==> config.mk <==
export PLATFORM = sky130hd
export DESIGN_NAME = zorro_slave_ctrl
export DESIGN_NICKNAME = d
export VERILOG_FILES = /design/src/rtl/zorro_slave_ctrl.sv
export SDC_FILE = /design/constraint.sdc
export NUM_CORES = 1
export LEC_CHECK = 0
export ABC_CLOCK_PERIOD_IN_PS = 4100
export BUFFER_PORTS_ARGS = -buffer_cell sky130_fd_sc_hd__buf_2
export CAP_MARGIN = 20
export CORE_ASPECT_RATIO = 0.7
export CORE_UTILIZATION = 56
export CTS_CLUSTER_DIAMETER = 100
export DETAILED_ROUTE_END_ITERATION = 7
export MAX_ROUTING_LAYER = met4
export PLACE_DENSITY = 0.79
export SLEW_MARGIN = 40
export SYNTH_ARGS = -nofsm -noshare
export SYNTH_HDL_FRONTEND = slang
export SYNTH_HIERARCHICAL = 1
export SYNTH_SLANG_ARGS = --single-unit
==> constraint.sdc <==
create_clock -name CLK -period 4.1 [get_ports CLK]
set_clock_uncertainty 0.05 [all_clocks]
set_input_delay 0.82 -clock CLK [delete_from_list [all_inputs] [get_ports CLK]]
set_output_delay 0.82 -clock CLK [all_outputs]
set_load 0.01 [all_outputs]
==> src/rtl/zorro_slave_ctrl.sv <==
// ---------------------------------------------------------------------------
// zorro_slave_ctrl
//
// Zorro III slave-cycle controller for the A4092 SCSI card. Host strobes and
// the NCR acknowledge arrive asynchronously and are brought into the CLK
// domain through two-flop synchronisers. A falling full-cycle strobe inside
// the SCSI register window starts a cycle: address and direction are
// latched, the NCR chip select is raised once a data strobe is seen, and
// DTACK_n is returned to the host on NCR acknowledge or on a forced timeout.
// All handshake outputs are registered so the downstream buffer logic sees
// clean, glitch-free levels.
// ---------------------------------------------------------------------------

// Two-flop synchroniser with a selectable reset level.
module zorro_sync2 #(
    parameter logic RESET_VALUE = 1'b1
) (
    input  logic clk,
    input  logic rst,
    input  logic d,
    output logic q
);

    logic meta;

    // Two back-to-back flops give the first stage a full cycle to settle.
    always_ff @(posedge clk or posedge rst) begin
        if (rst) begin
            meta <= RESET_VALUE;
            q    <= RESET_VALUE;
        end else begin
            // NOTE: non-blocking assignments let both stages sample their
            // inputs from before the edge, which is what makes this a
            // two-stage pipeline rather than a single wire.
            meta <= d;
            q    <= meta;
        end
    end

endmodule


module zorro_slave_ctrl #(
    parameter int unsigned TIMEOUT_CYCLES = 64
) (
    input  logic       CLK,
    input  logic       RESET,
    input  logic       FCS_n,
    input  logic [3:0] DS_n,
    input  logic       READ,
    input  logic [6:0] ADDR,
    input  logic       configured,
    input  logic       NCR_ACK_n,
    output logic       slave_cycle,
    output logic       read_latched,
    output logic [6:0] addr_latched,
    output logic       NCR_CS_n,
    output logic       DTACK_n,
    output logic       timeout
);

    // SCSI register window on address bits [23:17].
    localparam logic [6:0] REGION_LO = 7'h40;
    localparam logic [6:0] REGION_HI = 7'h43;

    // Counter value on which the access is force-terminated; the counter is
    // cleared on the NCR_ACCESS entry edge, so matching CYCLES-1 lands the
    // DTACK_n edge exactly TIMEOUT_CYCLES edges after entry.
    localparam logic [7:0] TIMEOUT_LAST = 8'(TIMEOUT_CYCLES - 1);

    typedef enum logic [1:0] {
        S_IDLE       = 2'd0,
        S_WAIT_DS    = 2'd1,
        S_NCR_ACCESS = 2'd2,
        S_ACK        = 2'd3
    } state_t;

    state_t     state;
    logic [7:0] count;

    // Synchronised strobes (all active-low, all reset to the idle level).
    logic fcs_sync;
    logic ds_sync;
    logic ack_sync;
    logic fcs_prev;

    // Start-up qualification of the FCS edge detector.
    logic [1:0] sync_fill;
    logic       fcs_armed;

    // Decoded conditions.
    logic region_hit;
    logic fcs_fall;
    logic fcs_high;
    logic ds_asserted;
    logic ack_asserted;

    // Any single data strobe low counts as a data strobe, so the four are
    // ANDed before synchronisation and only one bit crosses domains.
    logic ds_all_n;
    assign ds_all_n = &DS_n;

    zorro_sync2 #(.RESET_VALUE(1'b1)) u_sync_fcs (
        .clk (CLK),
        .rst (RESET),
        .d   (FCS_n),
        .q   (fcs_sync)
    );

    zorro_sync2 #(.RESET_VALUE(1'b1)) u_sync_ds (
        .clk (CLK),
        .rst (RESET),
        .d   (ds_all_n),
        .q   (ds_sync)
    );

    zorro_sync2 #(.RESET_VALUE(1'b1)) u_sync_ack (
        .clk (CLK),
        .rst (RESET),
        .d   (NCR_ACK_n),
        .q   (ack_sync)
    );

    // Previous synced FCS_n for edge detection, plus an arming flag. The sync
    // flops come out of reset high, so a strobe that is still low when reset
    // releases would look like a fresh falling edge. The detector is armed
    // only once FCS_n has been genuinely sampled high after the synchroniser
    // has flushed its reset value.
    always_ff @(posedge CLK or posedge RESET) begin
        if (RESET) begin
            fcs_prev  <= 1'b1;
            sync_fill <= 2'b00;
            fcs_armed <= 1'b0;
        end else begin
            fcs_prev  <= fcs_sync;
            sync_fill <= {sync_fill[0], 1'b1};
            fcs_armed <= fcs_armed | (sync_fill[1] & fcs_sync);
        end
    end

    // Cycle qualification and strobe decode.
    always_comb begin
        // NOTE: every signal written here gets a default first so that no
        // path through the block leaves it unassigned and infers a latch.
        region_hit   = 1'b0;
        fcs_fall     = 1'b0;
        fcs_high     = fcs_sync;
        ds_asserted  = ~ds_sync;
        ack_asserted = ~ack_sync;

        // ADDR and configured are sampled directly: the host holds ADDR
        // stable across the synchroniser latency, and configured is static.
        if (configured && (ADDR >= REGION_LO) && (ADDR <= REGION_HI)) begin
            region_hit = 1'b1;
        end

        if (fcs_armed && fcs_prev && !fcs_sync) begin
            fcs_fall = 1'b1;
        end
    end

    // Slave-cycle sequencer with registered handshake outputs.
    always_ff @(posedge CLK or posedge RESET) begin
        if (RESET) begin
            state        <= S_IDLE;
            count        <= 8'd0;
            slave_cycle  <= 1'b0;
            read_latched <= 1'b0;
            addr_latched <= 7'h00;
            NCR_CS_n     <= 1'b1;
            DTACK_n      <= 1'b1;
            timeout      <= 1'b0;
        end else begin
            // The timeout flag is a single-cycle pulse unless re-asserted.
            timeout <= 1'b0;

            case (state)
                S_IDLE: begin
                    // A region miss leaves everything, including the
                    // latched address and direction, untouched.
                    if (fcs_fall && region_hit) begin
                        addr_latched <= ADDR;
                        read_latched <= READ;
                        slave_cycle  <= 1'b1;
                        state        <= S_WAIT_DS;
                    end
                end

                S_WAIT_DS: begin
                    // A host abort wins over a data strobe seen on the
                    // same edge.
                    if (fcs_high) begin
                        slave_cycle <= 1'b0;
                        state       <= S_IDLE;
                    end else if (ds_asserted) begin
                        NCR_CS_n <= 1'b0;
                        count    <= 8'd0;
                        state    <= S_NCR_ACCESS;
                    end
                end

                S_NCR_ACCESS: begin
                    // Abort outranks ack, and a real ack outranks the
                    // forced termination when both land on one edge.
                    if (fcs_high) begin
                        slave_cycle <= 1'b0;
                        NCR_CS_n    <= 1'b1;
                        state       <= S_IDLE;
                    end else if (ack_asserted) begin
                        DTACK_n <= 1'b0;
                        state   <= S_ACK;
                    end else if (count == TIMEOUT_LAST) begin
                        DTACK_n <= 1'b0;
                        timeout <= 1'b1;
                        state   <= S_ACK;
                    end else begin
                        count <= count + 8'd1;
                    end
                end

                S_ACK: begin
                    // DTACK_n, NCR_CS_n and slave_cycle are held until the
                    // host ends the cycle by releasing FCS_n.
                    if (fcs_high) begin
                        slave_cycle <= 1'b0;
                        NCR_CS_n    <= 1'b1;
                        DTACK_n     <= 1'b1;
                        state       <= S_IDLE;
                    end
                end

                default: begin
                    slave_cycle <= 1'b0;
                    NCR_CS_n    <= 1'b1;
                    DTACK_n     <= 1'b1;
                    state       <= S_IDLE;
                end
            endcase
        end
    end

endmodule

==> results.md <==
Yosys:
- The area fraction in and, or, nand and nor cells after synthesis is 0.166.
- The synthesized net count is 124.
- The yosys synthesis warning count is 6.
- dfrtp_1 takes more of the synthesized area than any other cell.
- After synthesis, the netlist uses 34 different library cells.
- The share of the Yosys chip area taken by registers is 0.606.
- Of the total synthesized cell area, the portion taken by full adders, half adders and majority gates is 0.00934.
- For this run, asynchronously set or reset flops after synthesis account for 1.00.
- After synthesis, the share of cell area in mux cells is 0.0401.
- The proportion of netlist area held by the largest area contributor is 0.430.
- Of the total synthesized cell area, the portion taken by XOR and XNOR cells is 0.0327.
- Each instance of the synthesized netlist takes up on average approximately 13 um^2.
- The flip-flop and latch count after synthesis is 32.
- In this run, synthesis inferred 0 flip-flops with an integrated enable.
- The cell area that synthesis handed to floorplanning was about 1300 um^2.
- Synthesis produced 106 cells.
- Yosys attributes the largest share of cell area to dfrtp_1, dfstp_2, a2111oi_4, xnor2_1, mux2_2.
- After synthesis, the largest family of logic cells by area is simple AND/OR/NAND/NOR gates.
- The post-synthesis compound-gate area fraction is 0.111.
- In the synthesized netlist the dominant register cell turns out to be dfrtp_1.

Floorplan:
- For this configuration, the core starts out at a cell density of 0.607.
- The floorplan has 14 rows.
- In this run the vertical extent of the chip is 42.9 um.
- The floorplan step defined a die boundary enclosing 2600 um^2.
- The width of the die is ~60 um.
- The placeable core region is about 2200 um^2.
- The I/O pin count is 29.

Cells and area:
- The most frequent standard cell in the layout excluding fill and tap cells is buf_2.
- The area of all sequential standard cells is 812 um^2.
- The number of antenna diodes in the final layout is 0.
- The total number of nets in the final design is approximately 160.
- The ratio of cells with drive above 1 in the final layout is 0.386.
- The core occupancy in the finished layout is 0.708.
- The area growth from synthesis to layout is 16.6%.
- The top cell types in the final layout, fill and taps aside, are buf_2, dfrtp_1, dfstp_2.
- The filler cell count in the final layout is about 180.
- Summing all multi-input logic gate instances after layout gives 485 um^2.

Pwr:
- The leakage power summed over all cells is ~0.73 nW.
- In this run the power density over the cells is between 300 and 400 nW/um^2.
- The worst vdd rail ir drop is between 0.2 and 0.25 mV.
- The total power consumption of the routed design is 0.564 mW.

Outcome:
- The flow ran to the end, and the final reports show no timing, DRC or antenna violations.

Placed design:
- The final estimated routing congestion in global placement is 0.805.
- The estimated wirelength of the detail-placed design is around 1700 um.
- Buffers placed on the I/O ports in this run total 28.
- The worst slack at placement is roughly 1.8 ns.

Timing:
- The number of pins exceeding their max-slew limit in the final report is 0.
- The final critical-path share of the clock period is 0.468.
- The transition at the pin with the smallest max-transition slack is between 0.5 and 0.6 ns.
- The worst path setup slack after routing is approximately 2.2 ns.
- The total of endpoints with negative setup slack in the final report is 0.
- The clock period minus final worst setup slack is between 1.5 and 2 ns.
- Headroom to the max-slew limit came out at 0.624.
- The hold violation count in the final report is 0.
- Static timing analysis puts the maximum clock frequency at ~0.52 GHz.
- Setup repair after global routing left no endpoint under its margin.
- The setup TNS is 0 ns.

Global routing:
- The first global-routing pass estimated around 3700 um of wire.
- The number of antenna violations at the first check in global routing was 0.
- The largest net degree at the start of global routing is 27.
- The overall fraction of global-route tracks in use is 0.210.
- Global routing finished with a remaining overflow of 0.
- The via count of the first global-routing pass is 871.

Drt:
- After detailed routing, the average wire length per cell comes to 12.9 um.
- The first TritonRoute pass finished after 4 iterations.
- The detailed router finished its first iteration with 33 violations.
- After detailed routing, the number of remaining DRC violations is 0.
- The routed design has approximately 2200 um of wire.
- The number of routed nets with antenna violations is 0.
- The via density per instance is roughly 5.0.
- The detailed-route via count is 863.

Critical path:
- The worst setup path is launched from a primary input.
- Setup slack on the worst reg-to-reg path comes out at approximately 2.3 ns.
- Along the worst path, the maximum fanout reaches 9.
- The required time of the critical path is about 4.3 ns.
- The setup path with the least slack is of type in2reg.
- The data arrival time of the worst path is approximately 2.1 ns.
- The worst setup path is captured at a flop.

Clocking:
- The number of levels in the clock H-tree is 2.
- The root buffer cell chosen for the clock tree is clkbuf_4.
- The number of buffers inserted by hold repair at cts is 0.
- The clock slew at the register clock pins of the worst setup and hold paths is roughly 0.090 ns.
- The clock tree buffer depth is 2.
- The number of gates resized after CTS was 0.
- The setup fix buffers added after clock tree synthesis is 0.
- TritonCTS built the clock tree.
- The insertion delay to the later sink of the worst-skew pair is around 0.32 ns.
- The number of sinks on the clock net is 32.
- Counting the buffers created by CTS gives 5.

Flow run:
- The max-capacitance violation count is 0.

Worst hold path:
- The type of the worst min-delay path is reg2reg.
per-stage QoR:
stage          instances  area (um^2)  hold slack (ns)
2_1_floorplan        106         1340            0.281
3_5_place_dp         164         1500            0.297
3_3_place_gp         164         1500            0.291
5_1_grt              172         1560            0.312
6_report             172         1560            0.309
4_1_cts              172         1560            0.309
logic make-up after synthesis:
group                      Yosys count
AOI/OAI and AO/OA                   17
xor gates and xnor gates             5
adders and majority gates            1
buffers and inverters                9
DFF                                 32
muxes                                5
other                                1
and+or+nand+nor                     36
synthesized netlist by cell type, drive strengths merged (2+ instances only):
cell	n
a21oi	4
inv	7
a211oi	3
buf	2
a2111oi	2
mux2i	2
nor2b	4
nand3	3
nor4bb	2
dfrtp	23
dfstp	9
mux2	3
xnor2	5
nand4	2
o21a	2
o21ai	4
nor2	7
nand2	8
area by class of cell:
type,count,share of cell area
Timing Repair Buffer,28,0.0897
Tap cell,32,0.0256
Clock buffer,8,0.0376
Sequential cell,32,0.520
Multi-Input combinational cell,65,0.311
Inverter,7,0.0168
critical path: stages:
cell	delay (ns)
buf_2	0.10
nor4bb_1	0.26
nand4_1	0.17
nor2_2	0.34
mux2_2	0.38
where the power goes:
part / internal (mW) / total [mW] / switching, mW / leakage [nW]
clock network: 0.0845 / 0.180 / 0.0956 / 0.0326
registers: 0.335 / 0.345 / 0.00999 / 0.402
logic: 0.0196 / 0.0395 / 0.0199 / 0.292
total: 0.439 / 0.564 / 0.126 / 0.726
sequential cells by signal, indices dropped and copies added, names as in the netlist, 2 cells and up:
register / flops
count: 8
addr_latched: 7
state: 2
sync_fill: 2
path summary, 6_finish.rpt:
kind	from	to	cells past startpoint
worst max-delay path	ADDR[3]	addr_latched[0]	5
worst min register to register	u_sync_ack/meta	u_sync_ack/q	0
worst max register to register	fcs_prev	addr_latched[0]	4
min in group asynchronous	RESET	u_sync_ds/meta	2
worst min-delay path	u_sync_ack/meta	u_sync_ack/q	0
max in group asynchronous	RESET	fcs_prev	2
layer usage:
| layer | vias up | GRT usage | part of all wire |
|---|---|---|---|
| li1 | 432 | - | - |
| met1 | 406 | 0.262 | 0.48 |
| met2 | 23 | 0.299 | 0.47 |
| met3 | 2 | 0.113 | 0.050 |
| met4 | 0 | 0.0545 | 0.0036 |
| met5 | - | - | 0 |
(Power assumes the default switching activity.)
